--- config.mk ---
export PLATFORM = sky130hd
export DESIGN_NAME = rca_pipe_addsub
export DESIGN_NICKNAME = d
export VERILOG_FILES = /design/src/rtl/rca_pipe_pkg.sv /design/src/rtl/rca_pipe_addsub_chunk.sv /design/src/rtl/rca_pipe_addsub.sv
export SDC_FILE = /design/constraint.sdc
export NUM_CORES = 1
export LEC_CHECK = 0
export BUFFER_PORTS_ARGS = -buffer_cell sky130_fd_sc_hd__buf_2
export CORE_ASPECT_RATIO = 0.7
export CORE_UTILIZATION = 45
export DETAILED_ROUTE_END_ITERATION = 8
export PLACE_DENSITY = 0.73
export REMOVE_ABC_BUFFERS = 1
export SYNTH_ARGS = -nofsm -noshare
export SYNTH_HDL_FRONTEND = slang
export SYNTH_SLANG_ARGS = --single-unit
--- constraint.sdc ---
create_clock -name clk -period 1.9 [get_ports clk]
set_input_delay 0.38 -clock clk [delete_from_list [all_inputs] [get_ports clk]]
set_output_delay 0.38 -clock clk [all_outputs]
set_load 0.05 [all_outputs]
--- src/rtl/rca_pipe_pkg.sv ---
// Shared constants, chunk sizing helper and the default-sized stage record
// for the pipelined ripple-carry adder/subtractor (rca_pipe_addsub).
// Optional feature macro used by the top: ADDSUB_SAT_EN (saturating result).

package rca_pipe_pkg;

    // Default geometry of the datapath adder.
    localparam int DEF_WIDTH  = 16;
    localparam int DEF_STAGES = 4;

    // Bits handled by one pipeline stage. A zero stage count yields zero so
    // that the top can report the bad configuration instead of dividing by 0.
    function automatic int chunk_width(input int width, input int stages);
        if (stages > 0) begin
            return width / stages;
        end else begin
            return 0;
        end
    endfunction

    localparam int DEF_CW = chunk_width(DEF_WIDTH, DEF_STAGES);

    // One stage of in-flight state for the default geometry:
    //   valid  - beat present in this stage
    //   carry  - carry out of the chunk this stage just finished
    //   ovf    - carry-into-MSB xor carry-out of that chunk (meaningful at the last stage)
    //   x_rem  - operand A travelling with the beat (upper chunks still unprocessed)
    //   y_rem  - operand B already conditioned for subtraction (~y when sub)
    //   s_done - result bits; chunks below and at this stage are final
    typedef struct packed {
        logic                 valid;
        logic                 carry;
        logic                 ovf;
        logic [DEF_WIDTH-1:0] x_rem;
        logic [DEF_WIDTH-1:0] y_rem;
        logic [DEF_WIDTH-1:0] s_done;
    } stage_t;

endpackage

--- src/rtl/rca_pipe_addsub_chunk.sv ---
// Combinational ripple of CW full adders. Besides sum and carry-out it
// exposes the carry into the chunk MSB, so the stage that owns the operand
// MSB can derive signed overflow as (carry into MSB) ^ (carry out of MSB).

module rca_chunk
    import rca_pipe_pkg::*;
#(
    parameter int CW = DEF_CW
) (
    input  logic [CW-1:0] a,
    input  logic [CW-1:0] b,
    input  logic          ci,
    output logic [CW-1:0] s,
    output logic          co,
    output logic          c_msb_in
);

    logic [CW:0] c_s;

    // Ripple the carry bit by bit from the chunk LSB upwards.
    always_comb begin
        c_s    = {(CW+1){1'b0}};
        s      = {CW{1'b0}};
        c_s[0] = ci;
        for (int i = 0; i < CW; i++) begin
            s[i]     = a[i] ^ b[i] ^ c_s[i];
            c_s[i+1] = (a[i] & b[i]) | (c_s[i] & (a[i] ^ b[i]));
        end
    end

    assign co       = c_s[CW];
    assign c_msb_in = c_s[CW-1];

endmodule

--- src/rtl/rca_pipe_addsub.sv ---
// Pipelined ripple-carry adder/subtractor with valid/ready streaming.
// WIDTH-bit operands are cut into STAGES chunks of CW bits; stage k ripples
// chunk k using the carry registered by stage k-1. Operands travel with the
// beat so upper chunks are available when their stage is reached, and
// finished result chunks travel with it as well, so the last stage register
// holds the complete, aligned result and drives the outputs directly.
// A single global stall (output valid but not accepted) freezes every stage.
// Optional feature macro: ADDSUB_SAT_EN - when defined, the result saturates
// to the most positive/negative value on signed overflow (ovf and cout
// still report the raw event); when undefined the result wraps.

module rca_pipe_addsub
    import rca_pipe_pkg::*;
#(
    parameter int WIDTH  = DEF_WIDTH,
    parameter int STAGES = DEF_STAGES
) (
    input  logic             clk,
    input  logic             rst_n,
    input  logic             in_valid,
    output logic             in_ready,
    input  logic [WIDTH-1:0] x,
    input  logic [WIDTH-1:0] y,
    input  logic             cin,
    input  logic             sub,
    output logic             out_valid,
    input  logic             out_ready,
    output logic [WIDTH-1:0] s,
    output logic             cout,
    output logic             ovf
);

    localparam int CW = chunk_width(WIDTH, STAGES);

    // Reject geometries that cannot be split into equal chunks.
    generate
        if (STAGES < 1) begin : g_bad_stages
            $error("rca_pipe_addsub: STAGES must be at least 1");
        end else if ((WIDTH % STAGES) != 0) begin : g_bad_width
            $error("rca_pipe_addsub: WIDTH must be a multiple of STAGES");
        end
    endgenerate

`ifdef ADDSUB_SAT_EN
    localparam logic [WIDTH-1:0] SAT_POS = {1'b0, {(WIDTH-1){1'b1}}};
    localparam logic [WIDTH-1:0] SAT_NEG = {1'b1, {(WIDTH-1){1'b0}}};
`endif

    // Stage record sized from this instance's geometry (same fields as
    // rca_pipe_pkg::stage_t, which is fixed to the default geometry).
    typedef struct packed {
        logic             valid;
        logic             carry;
        logic             ovf;
        logic [WIDTH-1:0] x_rem;
        logic [WIDTH-1:0] y_rem;
        logic [WIDTH-1:0] s_done;
    } pipe_stage_t;

    pipe_stage_t   stage_in_s  [STAGES];
    pipe_stage_t   stage_nxt_s [STAGES];
    pipe_stage_t   pipe_r      [STAGES];

    logic [CW-1:0] chunk_a_s   [STAGES];
    logic [CW-1:0] chunk_b_s   [STAGES];
    logic [CW-1:0] chunk_s_s   [STAGES];
    logic          chunk_ci_s  [STAGES];
    logic          chunk_co_s  [STAGES];
    logic          chunk_cm_s  [STAGES];

    logic          stall_s;

    // Whole pipe freezes only when a finished beat is waiting downstream.
    assign stall_s  = pipe_r[STAGES-1].valid & ~out_ready;
    assign in_ready = ~stall_s;

    // Stage inputs: stage 0 takes the port beat (B inverted and carry-in
    // flipped for subtraction), later stages take the previous register.
    always_comb begin
        stage_in_s[0].valid  = in_valid;
        stage_in_s[0].carry  = cin ^ sub;
        stage_in_s[0].ovf    = 1'b0;
        stage_in_s[0].x_rem  = x;
        stage_in_s[0].y_rem  = sub ? ~y : y;
        stage_in_s[0].s_done = {WIDTH{1'b0}};
        for (int k = 1; k < STAGES; k++) begin
            stage_in_s[k] = pipe_r[k-1];
        end
    end

    // One ripple chunk per stage, each fed by its own slice of the beat.
    generate
        for (genvar k = 0; k < STAGES; k++) begin : g_stage
            assign chunk_a_s[k]  = stage_in_s[k].x_rem[k*CW +: CW];
            assign chunk_b_s[k]  = stage_in_s[k].y_rem[k*CW +: CW];
            assign chunk_ci_s[k] = stage_in_s[k].carry;

            rca_chunk #(
                .CW       (CW)
            ) u_chunk (
                .a        (chunk_a_s[k]),
                .b        (chunk_b_s[k]),
                .ci       (chunk_ci_s[k]),
                .s        (chunk_s_s[k]),
                .co       (chunk_co_s[k]),
                .c_msb_in (chunk_cm_s[k])
            );
        end
    endgenerate

    // Next-state of each stage: merge the freshly computed chunk into the
    // travelling result and pass on its carry; the last stage also settles
    // overflow and, when enabled, the saturated result.
    always_comb begin
        for (int k = 0; k < STAGES; k++) begin
            stage_nxt_s[k]                    = stage_in_s[k];
            stage_nxt_s[k].s_done[k*CW +: CW] = chunk_s_s[k];
            stage_nxt_s[k].carry              = chunk_co_s[k];
            stage_nxt_s[k].ovf                = chunk_co_s[k] ^ chunk_cm_s[k];
        end
`ifdef ADDSUB_SAT_EN
        stage_nxt_s[STAGES-1].s_done = stage_nxt_s[STAGES-1].ovf
            ? (stage_in_s[STAGES-1].x_rem[WIDTH-1] ? SAT_NEG : SAT_POS)
            : stage_nxt_s[STAGES-1].s_done;
`endif
    end

    // Advance all stages together; hold everything while stalled.
    always_ff @(posedge clk or negedge rst_n) begin
        if (!rst_n) begin
            for (int k = 0; k < STAGES; k++) begin
                pipe_r[k] <= '{valid: 1'b0, carry: 1'b0, ovf: 1'b0,
                               x_rem: {WIDTH{1'b0}}, y_rem: {WIDTH{1'b0}},
                               s_done: {WIDTH{1'b0}}};
            end
        end else if (!stall_s) begin
            for (int k = 0; k < STAGES; k++) begin
                pipe_r[k] <= stage_nxt_s[k];
            end
        end
    end

    // Outputs come straight from the last stage register.
    assign out_valid = pipe_r[STAGES-1].valid;
    assign s         = pipe_r[STAGES-1].s_done;
    assign cout      = pipe_r[STAGES-1].carry;
    assign ovf       = pipe_r[STAGES-1].ovf;

endmodule

==> run_results.csv, run 1 <==
group,metric,value,unit
worst_setup_path,rrSetupSlack,-0.26,ns
route,first_pass_iters,4,
sta,slew_headroom,68.6,%
clock_tree,cts_buffer_depth,2,
sta,drv_slew,0,
clock_tree,clk_latency,0.34,ns
cells_and_area,area_growth,18.2,%
yosys,yosysTopAreaCell,"dfrtp_1",
yosys,ys_seq_area_share,54.2,%
grt,grt_max_degree,35,
power_and_ir_drop,peakVddDrop,0.576,mV
sta,setup_viol,8,
cells_and_area,fin_cells,486,
yosys,yosysTopAreaCellShare,54.2,%
route,drc,0,
clock_tree,ctsHtreeMaxLevel,3,
yosys,synth_cell_types,17,
sta,min_period,2.16,ns
sta,fin_ws,-0.259,ns
power_and_ir_drop,switching_share,35.7,%
clock_tree,cts_buffers,9,
route,drt-initial-drc-count,151,
worst_setup_path,crit_chain,"fa_2 -> inv_2 -> fa_2 -> inv_2 -> fa_2 -> inv_2 -> fa_2 -> xnor2_1 -> mux2_4",
clock_tree,cts.clk_slew.worst_paths,0.07,ns
worst_setup_path,r2r-start,"chunk_ci_s[0]",
status,violations,"negative hold slack, negative setup slack",
sta,hold_viol,16,
clock_tree,cts_tree,"built",
worst_setup_path,slowest_stage,"dfrtp_1",
yosys,synth_common_cells,"dfrtp_1, mux2_2, mux2_4, inv_1, buf_4",
die,start_util,46.3,%
sta,holdWs,-0.00871,ns
die,pin_count,58,
worst_hold_path,hold_path.class,"in -> async",
yosys,synth_edf_count,0,
sta,clock.fmax,0.463,GHz
grt,antenna_found_initial,0,
power_and_ir_drop,leakage,0.00244,uW
sta,fin_skew,0.00607,ns
sta,tightest_slew,0.471,ns
clock_tree,cts-root-buf,"clkbuf_16",
route,avgViaCountPerCell,4.71,
die,placementRows,30,
yosys,ys_seq_elements,97,
job,maxCapViolCount,0,
cells_and_area,multiInputGateArea,1820,um^2
worst_setup_path,cp_max_fo,2,
worst_setup_path,startpoint,"chunk_ci_s[0]",
route,finalWirelength,7720,um
cells_and_area,final_util,54.7,%
cells_and_area,fillers,805,
route,detail_route.wl_per_cell,15.9,um
cells_and_area,ff_latch_area,2430,um^2
worst_setup_path,criticalPathCategory,"reg -> reg",
cells_and_area,fin_nets,407,
sta,rsz0062_at_grt,"yes",
grt,grt_pass1_wl,12800,um
power_and_ir_drop,pwr_density_cell,1750,nW/um^2
die,die_w,121,um
power_and_ir_drop,p_int,5960,uW
placed_design,place_congestion,0.707,
sta,min_period_over_period,114,%
worst_setup_path,critPathMaxStageDelay,0.39,ns
yosys,synth_most_common_cell,"dfrtp_1",
placed_design,dpl.hpwl,5130,um
worst_setup_path,cpMostUsedCell,"fa_2",
grt,grt_pass1_vias,2498,
yosys,synthArstFlopShare,100,%
yosys,ys.flop_type,"dfrtp_1",
power_and_ir_drop,seqPwrFrac,38.2,%
grt,overflow,0,
worst_setup_path,crit_required,2.13,ns
clock_tree,clkSinkCount,97,
die,dieArea,10400,um^2
yosys,synth_area_leaders,"dfrtp_1, mux2_2, mux2_4",
yosys,syn_avg_cell_area,15.1,um^2
route,antenna_left,0,
worst_setup_path,cp-end-kind,"register",
power_and_ir_drop,comb_power_share,43.8,%
die,core_area,9680,um^2
power_and_ir_drop,switching_power,3300,uW
worst_setup_path,startpoint_type,"register",
route,via_count,2287,
worst_setup_path,arrival,2.39,ns
yosys,synth_area,4480,um^2
yosys,yosysWarnings,0,
placed_design,io_buffers,57,
grt,grtUsageTotal,16.7,%
power_and_ir_drop,power_frac_clock,18.0,%
placed_design,place_inst,465,
cells_and_area,diodes,0,
cells_and_area,drive_gt1_share,58.9,%
status,status,"complete, but fails checks",
die,die_h,85.5,um
yosys,synth_cells,297,
[power groups by stage]
stage | logic (uW) | registers [uW] | clock network [uW]
after CTS | 3970 | 3550 | 1720
after global routing | 4430 | 3670 | 1810
after global placement | 3590 | 3520 | 0
final | 4050 | 3540 | 1670
after detailed placement | 3730 | 3570 | 0
after floorplan | 2110 | 4150 | 0
[metal layers]
layer	GRT usage, %	part of all wire (%)	vias to the layer above	wire, um
li1	-	-	1077	-
met1	22.9	47	1167	3660
met2	26.1	48	39	3710
met3	5.65	3.8	4	296
met4	3.37	0.69	0	53
met5	0	0	-	0
[stage by stage]
step / setup WS (ns) / total power, uW / area (um^2) / setup TNS, ns / hold WS [ns]
floorplan: -1.41 / 6260 / 4240 / -104.30 / 0.0844
global placement: -0.691 / 7100 / 4840 / -2.48 / 0.361
detailed placement: -0.717 / 7300 / 4840 / -2.85 / 0.372
CTS: -0.279 / 9240 / 5250 / -1.32 / 0.00229
global route: -0.359 / 9910 / 5300 / -2.05 / 0.0204
finish: -0.259 / 9260 / 5300 / -1.34 / -0.00871
[registers in the layout (all words and copies together) (netlist names)]
name	flops
chunk_ci_s	3
s	16
ovf	1
chunk_a_s	12
out_valid	1
chunk_b_s	12
pipe_r	51
cout	1
[final timing paths]
path	end	depth (start not counted)
setup / recovery	ovf	9
hold / removal	pipe_r[152]	1
setup reg to reg	ovf	9
hold reg to reg	out_valid	1
max in group asynchronous	s[5]	2
min in group clk	chunk_a_s[8]	2
[worst max-delay path: cells and delay by family, from the launching register on]
family	cells	cell delay [ns]
adders and majority gates	4	1.10
xor gates and xnor gates	1	0.15
DFF	1	0.39
muxes	1	0.26
buffers and inverters	3	0.14
[area by class of cell]
class,instances,share of cell area (%)
multi-input cells,143,34.4
clock inverters,6,0.827
repair buffers,75,9.38
inverters,27,2.05
flip-flops and latches,97,45.8
clock buffers,10,4.51
well taps,128,3.02
[cells by family (layout without fill, tap and decap cells)]
kind of cell	count (synthesis)	in the layout	share of synthesized area, %
compound gates	11	11	1.23
xor+xnor	18	18	3.52
fa+ha+maj	16	16	7.15
buf+inv	57	118	7.62
flops	97	97	54.2
mux	85	85	24.1
simple gates	13	13	2.18
[repair_timing]
item / in CTS / in global routing
pin swaps: 14 / 12
resized for setup: 39 / 8
hold endpoints to repair: 0 / 0
hold buffers: 0 / 0
setup endpoints to repair: 13 / 13
setup buffers: 3 / 2
[layout by cell type, fill, tap and decap left out, types with 2 or more instances in the layout]
cell / Yosys / final
a21oi_2: 0 / 5
xnor2_1: 6 / 4
clkbuf_16: 0 / 9
nor3b_1: 11 / 11
buf_2: 1 / 53
mux2_2: 49 / 47
xor2_1: 12 / 12
mux2_4: 34 / 36
a21oi_1: 11 / 6
mux2i_1: 2 / 2
xnor2_4: 0 / 2
inv_1: 26 / 14
clkinvlp_4: 0 / 4
buf_12: 0 / 5
dfrtp_1: 97 / 97
buf_4: 21 / 15
fa_2: 0 / 16
inv_2: 0 / 12
Note: power is estimated with default switching activity, not from simulation.
==> run 2, diff against run 1 <==
--- a/config.mk
+++ b/config.mk
@@ -5,11 +5,11 @@
 export SDC_FILE = /design/constraint.sdc
 export NUM_CORES = 1
 export LEC_CHECK = 0
-export BUFFER_PORTS_ARGS = -buffer_cell sky130_fd_sc_hd__buf_2
+export BUFFER_PORTS_ARGS = -buffer_cell sky130_fd_sc_hd__buf_4
 export CORE_ASPECT_RATIO = 0.7
 export CORE_UTILIZATION = 45
 export DETAILED_ROUTE_END_ITERATION = 8
-export PLACE_DENSITY = 0.73
+export PLACE_DENSITY_LB_ADDON = 0.25
 export REMOVE_ABC_BUFFERS = 1
 export SYNTH_ARGS = -nofsm -noshare
 export SYNTH_HDL_FRONTEND = slang
==> run 2 against run 1 <==
  * The run ends with negative setup slack left
  * Critical path depth unchanged
  * Via count about the same
  * Cell count down 1.0%
  * Non-clock buffer count down 5
  * Highest routed layer unchanged
  * Core utilization up 0.98 points
  * Fmax up 0.88%
  * Critical endpoint unchanged
==> run_results.csv, run 2 (synthesis results as in run 1) <==
group,metric,value,unit
worst_setup_path,cpMostUsedCell,"fa_2",
cells_and_area,layout_common_cells,"dfrtp_1, buf_4, mux2_2, mux2_4, fa_2",
die,core_area,9680,um^2
sta,fin_skew,0.00797,ns
power_and_ir_drop,pwr_density_cell,1750,nW/um^2
cells_and_area,fin_nets,402,
sta,min_period_over_period,113,%
worst_setup_path,critPathMaxStageDelay,0.40,ns
sta,drv_slew,0,
placed_design,dpl.hpwl,4830,um
power_and_ir_drop,switching_power,3270,uW
grt,grt_pass1_vias,2410,
sta,setup_viol,7,
power_and_ir_drop,power_frac_clock,18.5,%
worst_setup_path,criticalPathCategory,"reg -> reg",
clock_tree,ctsHtreeMaxLevel,3,
worst_setup_path,arrival,2.37,ns
cells_and_area,drive_gt1_share,58.4,%
worst_setup_path,cp_max_fo,2,
cells_and_area,largest_reg_flops,51,
route,first_pass_iters,4,
clock_tree,cts_hold_buf,0,
power_and_ir_drop,p_int,6140,uW
die,start_util,46.3,%
die,die_w,121,um
die,dieArea,10400,um^2
power_and_ir_drop,switching_share,34.8,%
power_and_ir_drop,leakage,0.00248,uW
cells_and_area,regMostFlops,"pipe_r",
route,drt-initial-drc-count,98,
route,wl_met3,389,um
route,met1_length,3600,um
grt,grt_pass1_wl,12600,um
cells_and_area,diodes,0,
clock_tree,clk_latency,0.34,ns
clock_tree,cts_buffers,9,
sta,fin_ws,-0.240,ns
worst_setup_path,slowest_stage,"dfrtp_1",
grt,grtUsageTotal,16.7,%
clock_tree,clkSinkCount,97,
placed_design,io_buffers,57,
worst_setup_path,crit_chain,"fa_2 -> inv_2 -> fa_2 -> inv_2 -> fa_2 -> inv_2 -> fa_2 -> xnor2_2 -> mux2_4",
placed_design,place_congestion,0.722,
route,antenna_left,0,
route,wl_met2,3420,um
sta,fin_setup_tns,-1.00,ns
sta,clock.fmax,0.467,GHz
power_and_ir_drop,finalPower,9410,uW
job,maxCapViolCount,0,
sta,min_period,2.14,ns
clock_tree,cts_buffer_depth,2,
die,pin_count,58,
worst_setup_path,startpoint_type,"register",
route,top_layer,"met4",
route,finalWirelength,7460,um
status,status,"complete, but fails checks",
cells_and_area,area_growth,20.3,%
route,avgViaCountPerCell,4.75,
die,placementRows,30,
cells_and_area,layout_commonest_cell,"dfrtp_1",
worst_hold_path,hold_path.class,"in -> async",
grt,overflow,0,
sta,tightest_slew,0.513,ns
die,die_h,85.5,um
clock_tree,cts.clk_slew.worst_paths,0.07,ns
worst_setup_path,crit_family,"adder cells",
worst_setup_path,crit_required,2.13,ns
worst_setup_path,cp-end-kind,"register",
power_and_ir_drop,seqPwrFrac,37.6,%
sta,rsz0062_at_grt,"yes",
worst_setup_path,crit_buf_inv,3,
clock_tree,cts-root-buf,"clkbuf_16",
route,via_count,2285,
clock_tree,cts_tree,"built",
power_and_ir_drop,peakVddDrop,0.958,mV
sta,slew_headroom,65.8,%
status,violations,"negative setup slack",
route,detail_route.wl_per_cell,15.5,um
sta,hold_viol,0,
power_and_ir_drop,comb_power_share,43.9,%
grt,antenna_found_initial,0,
route,drc,0,
grt,grt_max_degree,98,
## run 2: final timing paths
path | end | start | slack, ns | cells after the start
hold reg to reg | out_valid | pipe_r[101] | 0.46 | 1
hold / removal | s[1] | rst_n | 0.07 | 2
min in group clk | chunk_a_s[11] | x[7] | 0.27 | 2
setup / recovery | ovf | chunk_a_s[0] | -0.24 | 9
max in group asynchronous | pipe_r[133] | rst_n | 1.42 | 2
setup reg to reg | ovf | chunk_a_s[0] | -0.24 | 9
## run 2: power by group through the flow
stage	Clock (uW)	Sequential (uW)	Combinational [uW]
after floorplan	0	4150	2110
after global routing	1870	3660	4490
after detailed placement	0	3570	3860
after CTS	1790	3550	4020
after global placement	0	3530	3780
final	1740	3540	4130
## run 2: through the flow
step | hold WS [ns] | setup WS, ns | util, % | cells | instance area, um^2
after floorplan | 0.0844 | -1.41 | - | 267 | 4240
after global placement | 0.443 | -0.646 | 51.2 | 463 | 4960
after detailed placement | 0.451 | -0.668 | 51.2 | 463 | 4960
after CTS | 0.112 | -0.231 | 55.2 | 479 | 5350
after global routing | 0.121 | -0.302 | 55.7 | 481 | 5390
final | 0.0695 | -0.240 | 55.7 | 481 | 5390
## run 2: layer usage
layer	up-vias	global-route usage [%]
met2	48	24.0
met3	5	5.72
li1	1061	-
met5	-	0
met4	0	4.38
met1	1171	24.2
## run 2: layout make-up
| class | instances | area, um^2 |
|---|---|---|
| Tap cell | 128 | 160 |
| Sequential cell | 97 | 2430 |
| Multi-Input combinational cell | 143 | 1810 |
| Clock buffer | 12 | 267 |
| Fill cell | 807 | 4290 |
| Clock inverter | 4 | 26.3 |
| Timing Repair Buffer | 70 | 594 |
| Inverter | 27 | 106 |
## run 2: what timing repair did
item	CTS	global route
pin swaps	10	10
endpoints found under the setup margin	11	11
setup buffers	0	2
resized for setup	38	8
==> run 3, diff against run 2 <==
--- a/config.mk
+++ b/config.mk
@@ -5,10 +5,10 @@
 export SDC_FILE = /design/constraint.sdc
 export NUM_CORES = 1
 export LEC_CHECK = 0
-export BUFFER_PORTS_ARGS = -buffer_cell sky130_fd_sc_hd__buf_4
 export CORE_ASPECT_RATIO = 0.7
 export CORE_UTILIZATION = 45
 export DETAILED_ROUTE_END_ITERATION = 8
+export DONT_BUFFER_PORTS = 1
 export PLACE_DENSITY_LB_ADDON = 0.25
 export REMOVE_ABC_BUFFERS = 1
 export SYNTH_ARGS = -nofsm -noshare
==> run 3 against run 2 <==
  * The flow finishes with violations (negative hold slack, negative setup slack)
  * Setup slack worse by 0.0062 ns
  * Non-clock buffer count down 55
  * Largest power group is now registers
  * Die area unchanged
  * Critical endpoint unchanged
  * Power down 7.0%
  * Global-route usage is 1.1 points lower
==> run_results.csv, run 3 (synthesis results as in run 1) <==
group,metric,value,unit
sta,min_period_over_period,113,%
worst_setup_path,crit_required,2.11,ns
cells_and_area,regMostFlops,"pipe_r",
die,pin_count,58,
route,via_count,2107,
cells_and_area,layout_commonest_cell,"dfrtp_1",
power_and_ir_drop,switching_power,3060,uW
clock_tree,cts_buffer_depth,2,
cells_and_area,diodes,0,
worst_hold_path,hold_path.class,"in -> async",
power_and_ir_drop,pwr_density_cell,1790,nW/um^2
sta,tightest_slew,0.517,ns
die,start_util,46.3,%
grt,grtUsageTotal,15.6,%
placed_design,place_congestion,0.686,
route,finalWirelength,7150,um
clock_tree,cts.clk_slew.worst_paths,0.06,ns
clock_tree,cts-root-buf,"clkbuf_16",
cells_and_area,fin_nets,347,
power_and_ir_drop,power_frac_clock,18.1,%
worst_setup_path,arrival,2.36,ns
route,detail_route.wl_per_cell,16.9,um
route,drc,0,
die,dieArea,10400,um^2
clock_tree,clk_latency,0.33,ns
cells_and_area,area_growth,9.24,%
worst_setup_path,cp_max_fo,2,
placed_design,io_buffers,0,
die,core_area,9680,um^2
cells_and_area,fillers,828,
grt,grt_pass1_wl,11900,um
placed_design,place_inst,408,
cells_and_area,layout_common_cells,"dfrtp_1, mux2_2, mux2_4, fa_2, inv_1",
route,antenna_left,0,
die,die_w,121,um
clock_tree,clkSinkCount,97,
sta,setup_viol,5,
route,first_pass_iters,4,
route,drt-initial-drc-count,80,
power_and_ir_drop,switching_share,35.0,%
sta,clock.fmax,0.466,GHz
cells_and_area,largest_reg_flops,51,
grt,grt_pass1_vias,2227,
clock_tree,cts_tree,"built",
power_and_ir_drop,leakage,0.00218,uW
clock_tree,ctsHtreeMaxLevel,3,
grt,overflow,0,
sta,rsz0062_at_grt,"yes",
sta,slew_headroom,65.5,%
power_and_ir_drop,peakVddDrop,0.799,mV
cells_and_area,multiInputGateArea,1820,um^2
die,die_h,85.5,um
cells_and_area,ff_latch_area,2430,um^2
cells_and_area,fin_cells,423,
power_and_ir_drop,p_int,5690,uW
sta,fin_ws,-0.247,ns
sta,min_period,2.15,ns
power_and_ir_drop,finalPower,8750,uW
placed_design,dpl_worst_slack,-0.534,ns
sta,drv_slew,0,
sta,hold_viol,97,
worst_setup_path,criticalPathCategory,"reg -> reg",
die,placementRows,30,
power_and_ir_drop,comb_power_share,33.4,%
status,status,"complete, but fails checks",
power_and_ir_drop,seqPwrFrac,48.5,%
sta,fin_skew,0.00522,ns
cells_and_area,drive_gt1_share,49.5,%
grt,grt_max_degree,98,
sta,fin_setup_tns,-0.942,ns
worst_setup_path,startpoint_type,"register",
worst_setup_path,cp-end-kind,"register",
grt,antenna_found_initial,0,
placed_design,dpl.hpwl,4660,um
clock_tree,cts_buffers,9,
job,maxCapViolCount,0,
status,violations,"negative hold slack, negative setup slack",
route,avgViaCountPerCell,4.98,
sta,holdWs,-0.259,ns
==> run 3: routing by layer <==
metal,global-route usage (%),share of wire [%],up-vias,wire [um]
met5,0,0,-,0
met4,4.71,1.2,0,84
li1,-,-,949,-
met3,6.91,7.1,9,505
met2,22.5,44,44,3170
met1,21.2,47,1105,3390
==> run 3: final timing paths <==
kind / startpoint / end / slack (ns) / depth (start not counted)
min in group clk: x[6] / chunk_a_s[10] / 0.19 / 1
setup reg to reg: chunk_b_s[0] / ovf / -0.25 / 9
max in group asynchronous: rst_n / pipe_r[104] / 1.97 / 0
setup / recovery: chunk_b_s[0] / ovf / -0.25 / 9
hold reg to reg: pipe_r[101] / out_valid / 0.46 / 1
hold / removal: rst_n / s[1] / -0.26 / 0
==> run 3: final cells by class <==
cell class / count / area share [%]
Inverter: 27 / 2.12
Clock inverter: 1 / 0.102
Multi-Input combinational cell: 143 / 37.1
Tap cell: 128 / 3.27
Sequential cell: 97 / 49.6
Timing Repair Buffer: 15 / 2.81
Clock buffer: 12 / 5.03
==> run 3: repair_timing <==
| item | CTS | global route |
|---|---|---|
| hold endpoints to repair | 97 | 97 |
| setup buffers | 1 | 1 |
| setup endpoints to repair | 10 | 11 |
| pin swaps | 11 | 11 |
| gates resized for setup | 28 | 9 |
| cloned | 0 | 0 |
==> run 3: worst max-delay path, cell delays in order (launching register included) <==
cell and delay (ns):
dfrtp_1 0.40, fa_2 0.40, inv_2 0.07, fa_2 0.18, inv_2 0.04, fa_2 0.34
inv_2 0.07, fa_2 0.21, xnor2_1 0.07, mux2_4 0.25
==> run 3: power by group through the flow <==
stage	logic, uW	clock network, uW	registers (uW)
after global placement	2630	0	4260
final	2920	1590	4240
after global routing	3240	1750	4390
after floorplan	2110	0	4150
after detailed placement	2710	0	4290
after CTS	2900	1660	4270
==> run 3: per-stage QoR <==
step,area [um^2],util (%)
after global routing,4900,50.6
after floorplan,4240,-
after detailed placement,4530,46.8
after CTS,4840,50.0
after global placement,4530,46.8
final,4900,50.6
